--- config.mk ---
export PLATFORM = sky130hd
export DESIGN_NAME = if_id_buffer
export DESIGN_NICKNAME = d
export VERILOG_FILES = /design/src/rtl/cpu_pkg.sv /design/src/rtl/if_id_buffer.sv
export SDC_FILE = /design/constraint.sdc
export NUM_CORES = 1
export LEC_CHECK = 0
export ABC_AREA = 1
export BUFFER_PORTS_ARGS = -buffer_cell sky130_fd_sc_hd__buf_2
export CORE_AREA = 2 2 67 132
export CTS_BUF_LIST = sky130_fd_sc_hd__clkbuf_4
export CTS_CLUSTER_DIAMETER = 30
export CTS_CLUSTER_SIZE = 8
export DETAILED_ROUTE_END_ITERATION = 10
export DIE_AREA = 0 0 69 134
export GPL_ROUTABILITY_DRIVEN = 0
export PLACE_DENSITY_LB_ADDON = 0.2
export SLEW_MARGIN = 20
export SYNTH_ARGS = -nofsm -noshare
export SYNTH_HDL_FRONTEND = slang
export SYNTH_SLANG_ARGS = --single-unit
--- constraint.sdc ---
create_clock -name clk -period 1.6 [get_ports clk]
set_clock_uncertainty 0.05 [all_clocks]
set_input_delay 0.32 -clock clk [delete_from_list [all_inputs] [get_ports clk]]
set_output_delay 0.32 -clock clk [all_outputs]
set_load 0.02 [all_outputs]
--- src/rtl/cpu_pkg.sv ---
// Shared CPU pipeline definitions: instruction-class constants, the IF/ID
// assembly state type and the decode bundle reused by later pipeline registers.
package cpu_pkg;

  localparam logic [15:0] NOP_CODE     = 16'h4000;
  localparam logic [1:0]  IMM_CLASS    = 2'b11;
  localparam int unsigned BUNDLE_PC_W  = 32;

  typedef enum logic {
    S_IDLE     = 1'b0,
    S_WAIT_IMM = 1'b1
  } if_id_state_t;

  typedef struct packed {
    logic [15:0]            instruction;
    logic [15:0]            immediate;
    logic [BUNDLE_PC_W-1:0] pc_plus_one;
    logic                   valid;
  } if_id_bundle_t;

  // True when the word is the opcode half of a two-word instruction.
  function automatic logic is_two_word(input logic [15:0] word);
    return word[15:14] == IMM_CLASS;
  endfunction

endpackage

--- src/rtl/if_id_buffer.sv ---
// Fetch/decode pipeline register. Assembles two-word instructions (opcode plus
// immediate) into one decode bundle; stall freezes everything, flush bubbles.
module if_id_buffer
  import cpu_pkg::*;
#(
  parameter int unsigned PC_W = 32
) (
  input  logic            clk,
  input  logic            reset,
  input  logic            in_valid,
  input  logic [15:0]     in_instruction,
  input  logic [PC_W-1:0] in_pc_plus_one,
  input  logic            stall,
  input  logic            flush,
  output logic [15:0]     out_instruction,
  output logic [15:0]     out_immediate,
  output logic [PC_W-1:0] out_pc_plus_one,
  output logic            out_valid,
  output logic            imm_pending
);

  if_id_state_t    state_q, state_d;
  logic [15:0]     hold_instr_q, hold_instr_d;
  logic [15:0]     instr_d, imm_d;
  logic [PC_W-1:0] pc_d;
  logic            valid_d, pending_d;

  // NOTE: every variable gets its hold value first so no path through the
  // case tree can leave one unassigned and infer a latch.
  always_comb begin
    state_d      = state_q;
    hold_instr_d = hold_instr_q;
    instr_d      = out_instruction;
    imm_d        = out_immediate;
    pc_d         = out_pc_plus_one;
    valid_d      = out_valid;
    pending_d    = imm_pending;

    if (flush) begin
      // Bubble keeps the last pc so downstream redirect logic still sees it.
      state_d   = S_IDLE;
      pending_d = 1'b0;
      instr_d   = NOP_CODE;
      imm_d     = 16'h0000;
      valid_d   = 1'b0;
    end else if (!stall) begin
      instr_d = NOP_CODE;
      imm_d   = 16'h0000;
      valid_d = 1'b0;
      unique case (state_q)
        S_IDLE: begin
          if (in_valid) begin
            if (is_two_word(in_instruction)) begin
              hold_instr_d = in_instruction;
              pending_d    = 1'b1;
              state_d      = S_WAIT_IMM;
            end else begin
              instr_d = in_instruction;
              pc_d    = in_pc_plus_one;
              valid_d = 1'b1;
            end
          end
        end
        S_WAIT_IMM: begin
          // The second word is raw immediate data; its top bits mean nothing.
          if (in_valid) begin
            instr_d   = hold_instr_q;
            imm_d     = in_instruction;
            pc_d      = in_pc_plus_one;
            valid_d   = 1'b1;
            pending_d = 1'b0;
            state_d   = S_IDLE;
          end
        end
        default: state_d = S_IDLE;
      endcase
    end
  end

  // NOTE: sequential state uses non-blocking assignments so every register
  // samples the pre-edge values regardless of statement order.
  always_ff @(posedge clk) begin
    if (reset) begin
      state_q         <= S_IDLE;
      hold_instr_q    <= NOP_CODE;
      out_instruction <= NOP_CODE;
      out_immediate   <= 16'h0000;
      out_pc_plus_one <= '0;
      out_valid       <= 1'b0;
      imm_pending     <= 1'b0;
    end else begin
      state_q         <= state_d;
      hold_instr_q    <= hold_instr_d;
      out_instruction <= instr_d;
      out_immediate   <= imm_d;
      out_pc_plus_one <= pc_d;
      out_valid       <= valid_d;
      imm_pending     <= pending_d;
    end
  end

endmodule

After elaboration in Yosys (flattened, before gate mapping)
Cells that the tools add are included.
W data, S select, Z words.

storage, ports and cells
  register bits after elaboration = 83
  latch bits = 0
  bits in writable memories = 0
  bits in read-only memories = 0
  bits of input ports = 53
  output and inout port bits = 66
  logic and storage cells = 41
  memories kept = 0

operators by class
  add/subtract/negate cells = 0
  multipliers = 0
  divide/modulo/power cells = 0
  $lt $le $gt $ge = 0
  equality and inequality tests = 5
  shift-type cells = 0
  mux-type cells = 22
  bitwise logic cells = 3
  reduce and logical (&&, ||, !) cells = 4

operators with widths
  cell                  count
  $mux W32              3
  $mux W16              5
  $pmux W32 S2          1
  $pmux W16 S2          1
  $reduce_and A5 Y1     2
  $mux W1               9
  $ne A2 B2 Y1 const B  4
  $pmux W1 S2           3
  $reduce_and A4 Y1     1
  $not A1 Y1            3
  $eq A2 B2 Y1 const B  1
  $reduce_or A2 Y1      1

Logic depth before layout (Yosys ltp)
Gate-level depths: netlist of run 1.

  depth after elaboration = 4
  mapped depth = 8
  gate-level depth less buffers = 6

Least setup slack after synthesis of run 1
Ideal clock, no wire load.

  kind = register -> register
  start point = reg state_q
  end point = reg out_pc_plus_one[0]
  setup time = 110 ps
  arrival time = 1,021 ps
  required time = 1,440 ps
  setup slack = 419 ps
  stages on the path, launching flop included = 9
  buffers on the path = 2
  period minus slack after synthesis = 1,181 ps
  cells stage by stage = dfxtp_1 > buf_4 > inv_2 > nand3_4 > nand3_2 > buf_2 > nand2_1 > inv_1 > nor2_1

between the ends
  cells in the longest elaborated chain, start to end = 3
  elaborated cells between the ends (all ways) = 6
  classes of those cells = eq/ne (3); mux (1); bitwise (1); reduce/logical (1)

ends and longest elaborated chain
  element                      RTL line            source
  start, declared              if_id_buffer.sv:22  if_id_state_t state_q, state_d;
  start signal, assigned       if_id_buffer.sv:92  state_q <= state_d;
  $not A1 Y1                   --
  $ne A2 B2 Y1 (no line)       --
  $reduce_and A5 Y1 (no line)  --
  end signal, assigned         if_id_buffer.sv:96  out_pc_plus_one <= pc_d;
  end, declared                if_id_buffer.sv:17  output logic [PC_W-1:0] out_pc_plus_one,

Several ways; a longest one is shown, not always the timed one.
A chain may end at the register's enable or synchronous reset.

Worst setup path after layout of run 1
  start point = reg state_q
  end point = reg out_pc_plus_one[24]

Same word-level chain as after synthesis.

==> run metrics, run 1 <==
outcome=complete, no violations; min cycle time layout=1.515 ns; Starting DRT DRC Count=211; cell area power density=872.4 nW/um^2; ratio of cells with drive above 1 in the final layout=0.2341; Core ar.=8233 um^2; CP cell instances=buf_4 > inv_2 > nand3_4 > nand3_4 > buf_12 > nand2_1 > inv_1 > nor2_1; final setup violation count=0; Post-Route WL=10.89 mm; Placed Area=4633 um^2; initial antenna violation count=0; Worst VDD drop=0.5093 mV; LEAKAGE=2.630 nW; Max Cap Viol=0; Final TNS setup=0 ns; critical-path maximum fanout=25; Max Slew Vio Count=0; CP peak stage delay=0.36 ns; Power, Total=4.195 mW; Remaining DRCs=0; FP Rows=47; CTS tree=yes; Max Fclk=660.2 MHz; nets@finish=770; die height=134 um; clk slew on worst S/H paths=0.14 ns; Synth Instances=601; Unique masters post-synth=20; Worst-Skew Late Latency=0.44 ns; slowest CP cell=dfxtp_1; number of vias in the routed layout=3,981; number of port buffers=118; Req. time, crit path=1.92 ns; Tightest Pin Transition=0.5654 ns; number of global-route vias before repair=3,655; Area Growth Syn to Fin=23.29%; RSZ-0062 raised after global routing=false; CP Class=reg2reg; Tcrit/Tclk final=0.9467; worst reg2reg path depth=8; Critical Path Sink Type=register; Ys Warns=0; Critical Path AT=1.84 ns; gr usage total=0.2331; Syn Std Cell Area=3900 um^2; Via density=4.855; CTS Root Cell=clkbuf_4; Rel. slew slack=0.6231; hold path cells=2; Fillers=821; Layout Cells excl Fill=820; die area=9246 um^2; syn_area_per_cell=6.489 um^2; GRT Residual Overflow=0; DP Cell Count=804; post-route cell area=4808 um^2; register area share after synthesis=0.4261; Chip Width=69 um; CP dominant cell by count=nand3_4; final core occ=0.5840; most common cell after layout, fill and taps aside=nand2_1; startpoint type of the worst setup path=register; Antenna Cells=0; H-tree depth=3; Initial Util=0.4737; largest net degree at the start of global routing=33; DR pass1 iterations=4; Hold Path Class=in2reg; routed len/inst=13.28 um; commonest cells after routing, fill and taps aside=nand2_1, inv_1, buf_2; post-route antenna net violation count=0; number of synthesized register bits=83; clk buf depth=2; first-pass GRT wire length=17.26 mm; clock buffer count from CTS=9; Final Hold Fails=0; clk sink count=83; Mapped Nets=654; I/O pin cnt=119; post-DP HPWL=7.978 mm
## area by class of cell
cell class / count / area [um^2] / area share
timing repair buffer: 139 / 802.0 / 0.1668
multi-input combinational: 352 / 1567 / 0.3258
clock buffer: 11 / 82.58 / 0.01717
inverter: 132 / 495.5 / 0.1030
sequential: 83 / 1662 / 0.3456
clock inverter: 5 / 77.57 / 0.01613
tap: 98 / 122.6 / 0.02550
## report_power, final
group	switching (mW)	leakage, nW	total, mW	internal, mW
clock network	0.719	0.0868	1.38	0.664
registers	0.0327	0.674	2.16	2.13
logic	0.417	1.87	0.648	0.231
## routing by layer
metal | wire (um) | share of wire | GRT usage
met1 | 4168 | 0.38 | 0.2491
met2 | 5731 | 0.53 | 0.4241
met3 | 550 | 0.050 | 0.03982
met4 | 441 | 0.040 | 0.1329
met5 | 0 | 0 | 0
## path summary, 6_finish.rpt
check	startpoint	end	slack, ns
setup reg to reg	state_q	out_pc_plus_one[24]	0.09
hold reg to reg	hold_instr_q[14]	hold_instr_q[14]	0.42
setup / recovery	state_q	out_pc_plus_one[24]	0.09
hold / removal	reset	hold_instr_q[15]	0.07
## synth_stat cells
cell type,n,area (um^2)
buf_2,12,60.06
inv_2,5,18.77
clkbuf_1,5,18.77
buf_1,7,26.28
o21ai_1,1,5.000
nor2_4,3,33.78
nand4_1,32,200.2
buf_4,8,60.06
o21ai_0,18,90.09
nand3_4,1,17.52
inv_1,126,473.0
nand3_1,28,140.1
nor2_1,78,292.8
dfxtp_1,83,1662
clkinv_1,1,3.750
a21oi_1,36,180.2
nor2_2,3,18.77
buf_6,2,22.52
nand2_1,151,566.8
nand3_2,1,10.01
## critical path, delay by kind of cell, from the launching register on
| kind | cells | cell delay (ns) |
|---|---|---|
| buffers and inverters | 4 | 0.56 |
| and+or+nand+nor | 4 | 0.46 |
| DFF | 1 | 0.36 |
## timing repair
item	4_1_cts	5_1_grt
endpoints found under the setup margin	0	30
setup buffers	0	0
resized for setup	0	3
hold buffers	0	0
hold endpoints to repair	0	0
## metrics by stage
stage                     setup WS, ns  hold slack (ns)
after detailed placement       -0.1201           0.3895
after CTS                      0.01809          0.04898
after global placement         -0.1173           0.3790
after floorplan                 0.4190           0.3391
final                          0.08525          0.06597
after global routing         0.0003386          0.06686
## cells by family (layout without fill, tap and decap cells)
group                  count (synthesis)  in the layout  synth area share
flip-flops                            83             83            0.4260
AO/OA/AOI/OAI                         55             55           0.07058
AND/OR/NAND/NOR                      297            297            0.3282
buffers and inverters                166            287            0.1752
## flip-flops by register name, indices dropped and copies added (netlist names)
name             count
hold_instr_q        16
imm_pending          1
out_immediate       16
out_instruction     16
out_pc_plus_one     32
out_valid            1
state_q              1
Note: power is estimated with default switching activity, not from simulation.
==> inputs of run 2 (changes only) <==
--- a/config.mk
+++ b/config.mk
@@ -6,13 +6,13 @@
 export NUM_CORES = 1
 export LEC_CHECK = 0
 export ABC_AREA = 1
-export BUFFER_PORTS_ARGS = -buffer_cell sky130_fd_sc_hd__buf_2
 export CORE_AREA = 2 2 67 132
 export CTS_BUF_LIST = sky130_fd_sc_hd__clkbuf_4
-export CTS_CLUSTER_DIAMETER = 30
+export CTS_CLUSTER_DIAMETER = 200
 export CTS_CLUSTER_SIZE = 8
 export DETAILED_ROUTE_END_ITERATION = 10
 export DIE_AREA = 0 0 69 134
+export DONT_BUFFER_PORTS = 1
 export GPL_ROUTABILITY_DRIVEN = 0
 export PLACE_DENSITY_LB_ADDON = 0.2
 export SLEW_MARGIN = 20
==> run 2 against run 1 <==
Largest power group unchanged. Critical path type unchanged. Global-route usage decreased by 0.28 points. Total power decreased by 7.2%. Cell count decreased by 13%.
==> run metrics, run 2 (same netlist as run 1, synthesis figures left out) <==
Sequential Power Share=0.576; Final Hold Fails=0; Placed Area=3943 um^2; Chip Width=69 um; clk slew on worst S/H paths=0.13 ns; CP peak stage delay=0.37 ns; Biggest register=out_pc_plus_one; dpl ws=0.08622 ns; DR pass1 iterations=4; Power, Total=3.892 mW; critical-path maximum fanout=32; hold path cells=4; worst reg2reg path depth=8; number of port buffers=0; Hold Path Origin=in_instruction[5]; post-route cell area=4308 um^2; clk sink count=83; Worst R2R End=out_pc_plus_one[30]; post-route antenna net violation count=0; Post-Route WL=10.69 mm; I/O pin cnt=119; Hold WS=0.03541 ns; final core occ=0.5233; Core ar.=8233 um^2; Req. time, crit path=1.91 ns; GRT Residual Overflow=0; H-tree depth=3; Hold Path Class=in2reg; Critical Path Sink Type=register; r2r setup slk=0.16 ns; most common cell after layout, fill and taps aside=nand2_1; die height=134 um; Area Growth Syn to Fin=10.46%; largest net degree at the start of global routing=33; Max Slew Vio Count=0; Final TNS setup=0 ns; die area=9246 um^2; RSZ-0062 raised after global routing=false; max reg flops=32; min cycle time layout=1.444 ns; outcome=complete, no violations; CTS Root Cell=clkbuf_4; number of global-route vias before repair=3,440; Critical Path AT=1.75 ns; cell area power density=903.4 nW/um^2; CP Class=reg2reg; gr usage total=0.2304; Largest delay share family, worst path=buffers and inverters; Rel. slew slack=0.5147; clk buf depth=2; LEAKAGE=2.083 nW; P_sw=1.129 mW; Starting DRT DRC Count=204; Remaining DRCs=0; Worst-Skew Late Latency=0.45 ns; initial antenna violation count=1; first-pass GRT wire length=16.77 mm; Clock power frac=0.311; Tightest Pin Transition=0.7255 ns; Worst VDD drop=0.6470 mV; Tcrit/Tclk final=0.9027; CP cell instances=buf_12 > inv_2 > nand3_4 > nand3_2 > buf_6 > nand2_1 > inv_1 > nor2_1; startpoint type of the worst setup path=register; nets@finish=663; hold endpoint=hold_instr_q[5]; Reg2Reg Launch Point=state_q; post-DP HPWL=7.510 mm; post-route setup slack=0.1556 ns; Comb power frac=0.113; Max Fclk=692.3 MHz; Via density=4.994; number of vias in the routed layout=3,566; clock buffer count from CTS=9; FP Rows=47; Initial Util=0.4737; commonest cells after routing, fill and taps aside=nand2_1, inv_1, dfxtp_1; slowest CP cell=dfxtp_1; DP Cell Count=676; CTS tree=yes; Max Cap Viol=0; routed len/inst=14.97 um; Layout Cells excl Fill=714; Fillers=861; cell internal pwr=2.763 mW; final setup violation count=0; CP bufs+invs=4; switching part of the total=0.2902; ratio of cells with drive above 1 in the final layout=0.06829
-- run 2: changes by cell type in the layout (fill, tap and decap cells not counted), sizes merged --
cell         delta
clkbuf          -2
diode           +1
buf           -125
dlygate4sd3    +18
clkinvlp        +2
bufinv          -1
clkinv          +1
-- run 2: power by group through the flow --
| stage | Sequential (mW) | Clock, mW | Combinational (mW) |
|---|---|---|---|
| floorplan | 2.27 | 0 | 0.329 |
| global placement | 2.29 | 0 | 0.382 |
| detailed placement | 2.29 | 0 | 0.388 |
| CTS | 2.24 | 1.26 | 0.434 |
| global route | 2.25 | 1.31 | 0.501 |
| finish | 2.24 | 1.21 | 0.439 |
-- run 2: layer usage --
layer / global-route usage / vias to the layer above / share of wire
met5: 0 / - / 0
met2: 0.4220 / 121 / 0.53
met3: 0.06837 / 19 / 0.071
li1: - / 1823 / -
met4: 0.1155 / 0 / 0.037
met1: 0.2322 / 1603 / 0.36
-- run 2: how the worst max path moves through the flow --
stage,startpoint,endpoint,depth (start not counted),slack (ns)
final,state_q,out_pc_plus_one[30],8,0.16
after global routing,state_q,out_pc_plus_one[24],8,0.02
after CTS,state_q,out_immediate[14],5,0.06
after detailed placement,state_q,out_immediate[14],5,0.09
after global placement,state_q,out_immediate[14],5,0.12
after floorplan,state_q,out_pc_plus_one[0],8,0.42
-- run 2: worst reg2reg max path, cell delays in order (launching register included) --
cell	delay, ns
dfxtp_1	0.37
buf_12	0.16
inv_2	0.09
nand3_4	0.14
nand3_2	0.10
buf_6	0.25
nand2_1	0.10
inv_1	0.06
nor2_1	0.04
-- run 2: layout make-up --
class / instances / area [um^2] / share of cell area
multi-input combinational: 352 / 1559 / 0.3619
sequential: 83 / 1662 / 0.3857
antenna: 1 / 2.502 / 0.0005809
clock inverter: 7 / 68.82 / 0.01597
tap: 98 / 122.6 / 0.02846
inverter: 132 / 495.5 / 0.1150
clock buffer: 9 / 67.56 / 0.01568
timing repair buffer: 32 / 330.3 / 0.07668
-- run 2: repair_timing --
action / CTS / global route
hold buffers: 18 / 0
setup endpoints to repair: 0 / 34
buffers inserted: 0 / 3
resized for setup: 0 / 3
hold endpoints to repair: 21 / 0
==> inputs of run 3 (changes only) <==
--- a/config.mk
+++ b/config.mk
@@ -14,7 +14,7 @@
 export DIE_AREA = 0 0 69 134
 export DONT_BUFFER_PORTS = 1
 export GPL_ROUTABILITY_DRIVEN = 0
-export PLACE_DENSITY_LB_ADDON = 0.2
+export PLACE_DENSITY_LB_ADDON = 0.1
 export SLEW_MARGIN = 20
 export SYNTH_ARGS = -nofsm -noshare
 export SYNTH_HDL_FRONTEND = slang
==> run 3 against run 2 <==
Cell count shrank 0.14%. Utilization grew 0.061 points. Sequential power is essentially flat. Global-route usage shrank 0.18 points. Via count shrank 1.5%. Critical path type is now in2reg. Largest cell class unchanged.
==> run metrics, run 3 (same netlist as run 1, synthesis figures left out) <==
clk slew on worst S/H paths=0.11 ns; Tightest Pin Transition=0.7679 ns; Hold WS=0.05881 ns; DR pass1 iterations=4; Starting DRT DRC Count=171; Via density=4.928; Layout Cells excl Fill=713; number of global-route vias before repair=3,396; Final TNS setup=0 ns; startpoint type of the worst setup path=input pin; post-DP HPWL=6.985 mm; Hold Path Class=in2reg; largest net degree at the start of global routing=34; Worst-Skew Late Latency=0.42 ns; Chip Width=69 um; die height=134 um; Max Slew Vio Count=0; final setup violation count=0; Initial Util=0.4737; post-route cell area=4313 um^2; gr usage total=0.2285; GRT Residual Overflow=0; Post-Route WL=10.26 mm; Core ar.=8233 um^2; cell area power density=855.0 nW/um^2; Reg2Reg Launch Point=state_q; clock buffer count from CTS=9; outcome=complete, no violations; Fillers=870; LEAKAGE=2.098 nW; Final Hold Fails=0; Tcrit/Tclk final=0.9364; area of the multi-input gates=1559 um^2; number of vias in the routed layout=3,514; CTS tree=yes; die area=9246 um^2; clk buf depth=2; commonest cells after routing, fill and taps aside=nand2_1, inv_1, dfxtp_1; CP bufs+invs=3; Remaining DRCs=0; initial antenna violation count=1; CTS Root Cell=clkbuf_4; Area Growth Syn to Fin=10.59%; slowest CP cell=dlygate4sd3_1; H-tree depth=3; nets@finish=665; RSZ-0062 raised after global routing=false; Req. time, crit path=1.90 ns; Placed Area=3995 um^2; worst reg2reg path depth=6; hold path cells=4; most common cell after layout, fill and taps aside=nand2_1; Rel. slew slack=0.4864; ratio of cells with drive above 1 in the final layout=0.06678; max reg flops=32; Critical Path Sink Type=register; CP Class=in2reg; min cycle time layout=1.498 ns; Worst VDD drop=0.5537 mV; Hold Path Origin=in_instruction[12]; FP Rows=47; Max Fclk=667.5 MHz; r2r setup slk=0.16 ns; CP cell instances=dlygate4sd3_1 > nor2_4 > clkinv_1 > buf_4 > a21oi_1; critical-path maximum fanout=18; hold endpoint=hold_instr_q[12]; Max Cap Viol=0; first-pass GRT wire length=16.95 mm; I/O pin cnt=119; register area=1662 um^2; DP Cell Count=678; Power, Total=3.687 mW; post-route antenna net violation count=0; CP peak stage delay=0.61 ns; routed len/inst=14.39 um; Critical Path AT=1.80 ns; clk sink count=83; Worst R2R End=hold_instr_q[3]; Biggest register=out_pc_plus_one; number of port buffers=0; Largest delay share family, worst path=buffers and inverters
run 3: cell types whose count changed in the layout (fill, tap and decap cells not counted), sizes merged:
cell,delta
clkinv,-2
bufinv,-1
clkbuf,+3
buf,+1
dlygate4sd3,+1
clkinvlp,-3
run 3: per-layer routing:
layer  part of all wire  GRT usage
met1               0.39     0.2579
met2               0.52     0.4017
met3              0.057    0.05860
met4              0.034    0.09913
met5                  0          0
run 3: final cells by class:
| cell class | instances | share of cell area |
|---|---|---|
| repair buffers | 34 | 0.08761 |
| inverters | 132 | 0.1149 |
| flip-flops and latches | 83 | 0.3853 |
| diodes | 1 | 0.0005802 |
| multi-input cells | 352 | 0.3615 |
| well taps | 98 | 0.02843 |
| clock buffers | 12 | 0.02089 |
| clock inverters | 1 | 0.0008703 |
run 3: report_power, final:
group,switching (mW),internal (mW),leakage (nW)
Sequential,0.110,2.13,0.674
Combinational,0.273,0.178,1.37
Clock,0.650,0.345,0.0568
run 3: worst min-delay path, cell delays in order:
cell and delay, ns:
inv_1 0.03, nand3_1 0.06, nand2_1 0.05, nor2_1 0.03
run 3: how the worst max path moves through the flow:
stage | from | end | slack, ns | cells after the start
after floorplan | state_q | out_pc_plus_one[0] | 0.42 | 8
after global placement | in_instruction[14] | out_instruction[4] | 0.03 | 4
after detailed placement | in_instruction[14] | out_instruction[13] | -0.02 | 4
after CTS | state_q | out_immediate[5] | 0.07 | 5
after global routing | reset | out_immediate[5] | 0.002 | 5
final | reset | out_immediate[5] | 0.10 | 5
run 3: per-stage QoR:
| stage | setup WS [ns] | util |
|---|---|---|
| detailed placement | -0.01835 | 0.4853 |
| global route | 0.001790 | 0.5239 |
| CTS | 0.07112 | 0.5202 |
| global placement | 0.02700 | 0.4853 |
| floorplan | 0.4190 | - |
| finish | 0.1018 | 0.5239 |
run 3: timing repair:
action	in CTS	in global routing
endpoints found under the hold margin	20	0
endpoints found under the setup margin	3	7
hold buffers	19	0
buffers inserted	0	2
pin swaps	0	1
resized for setup	1	0
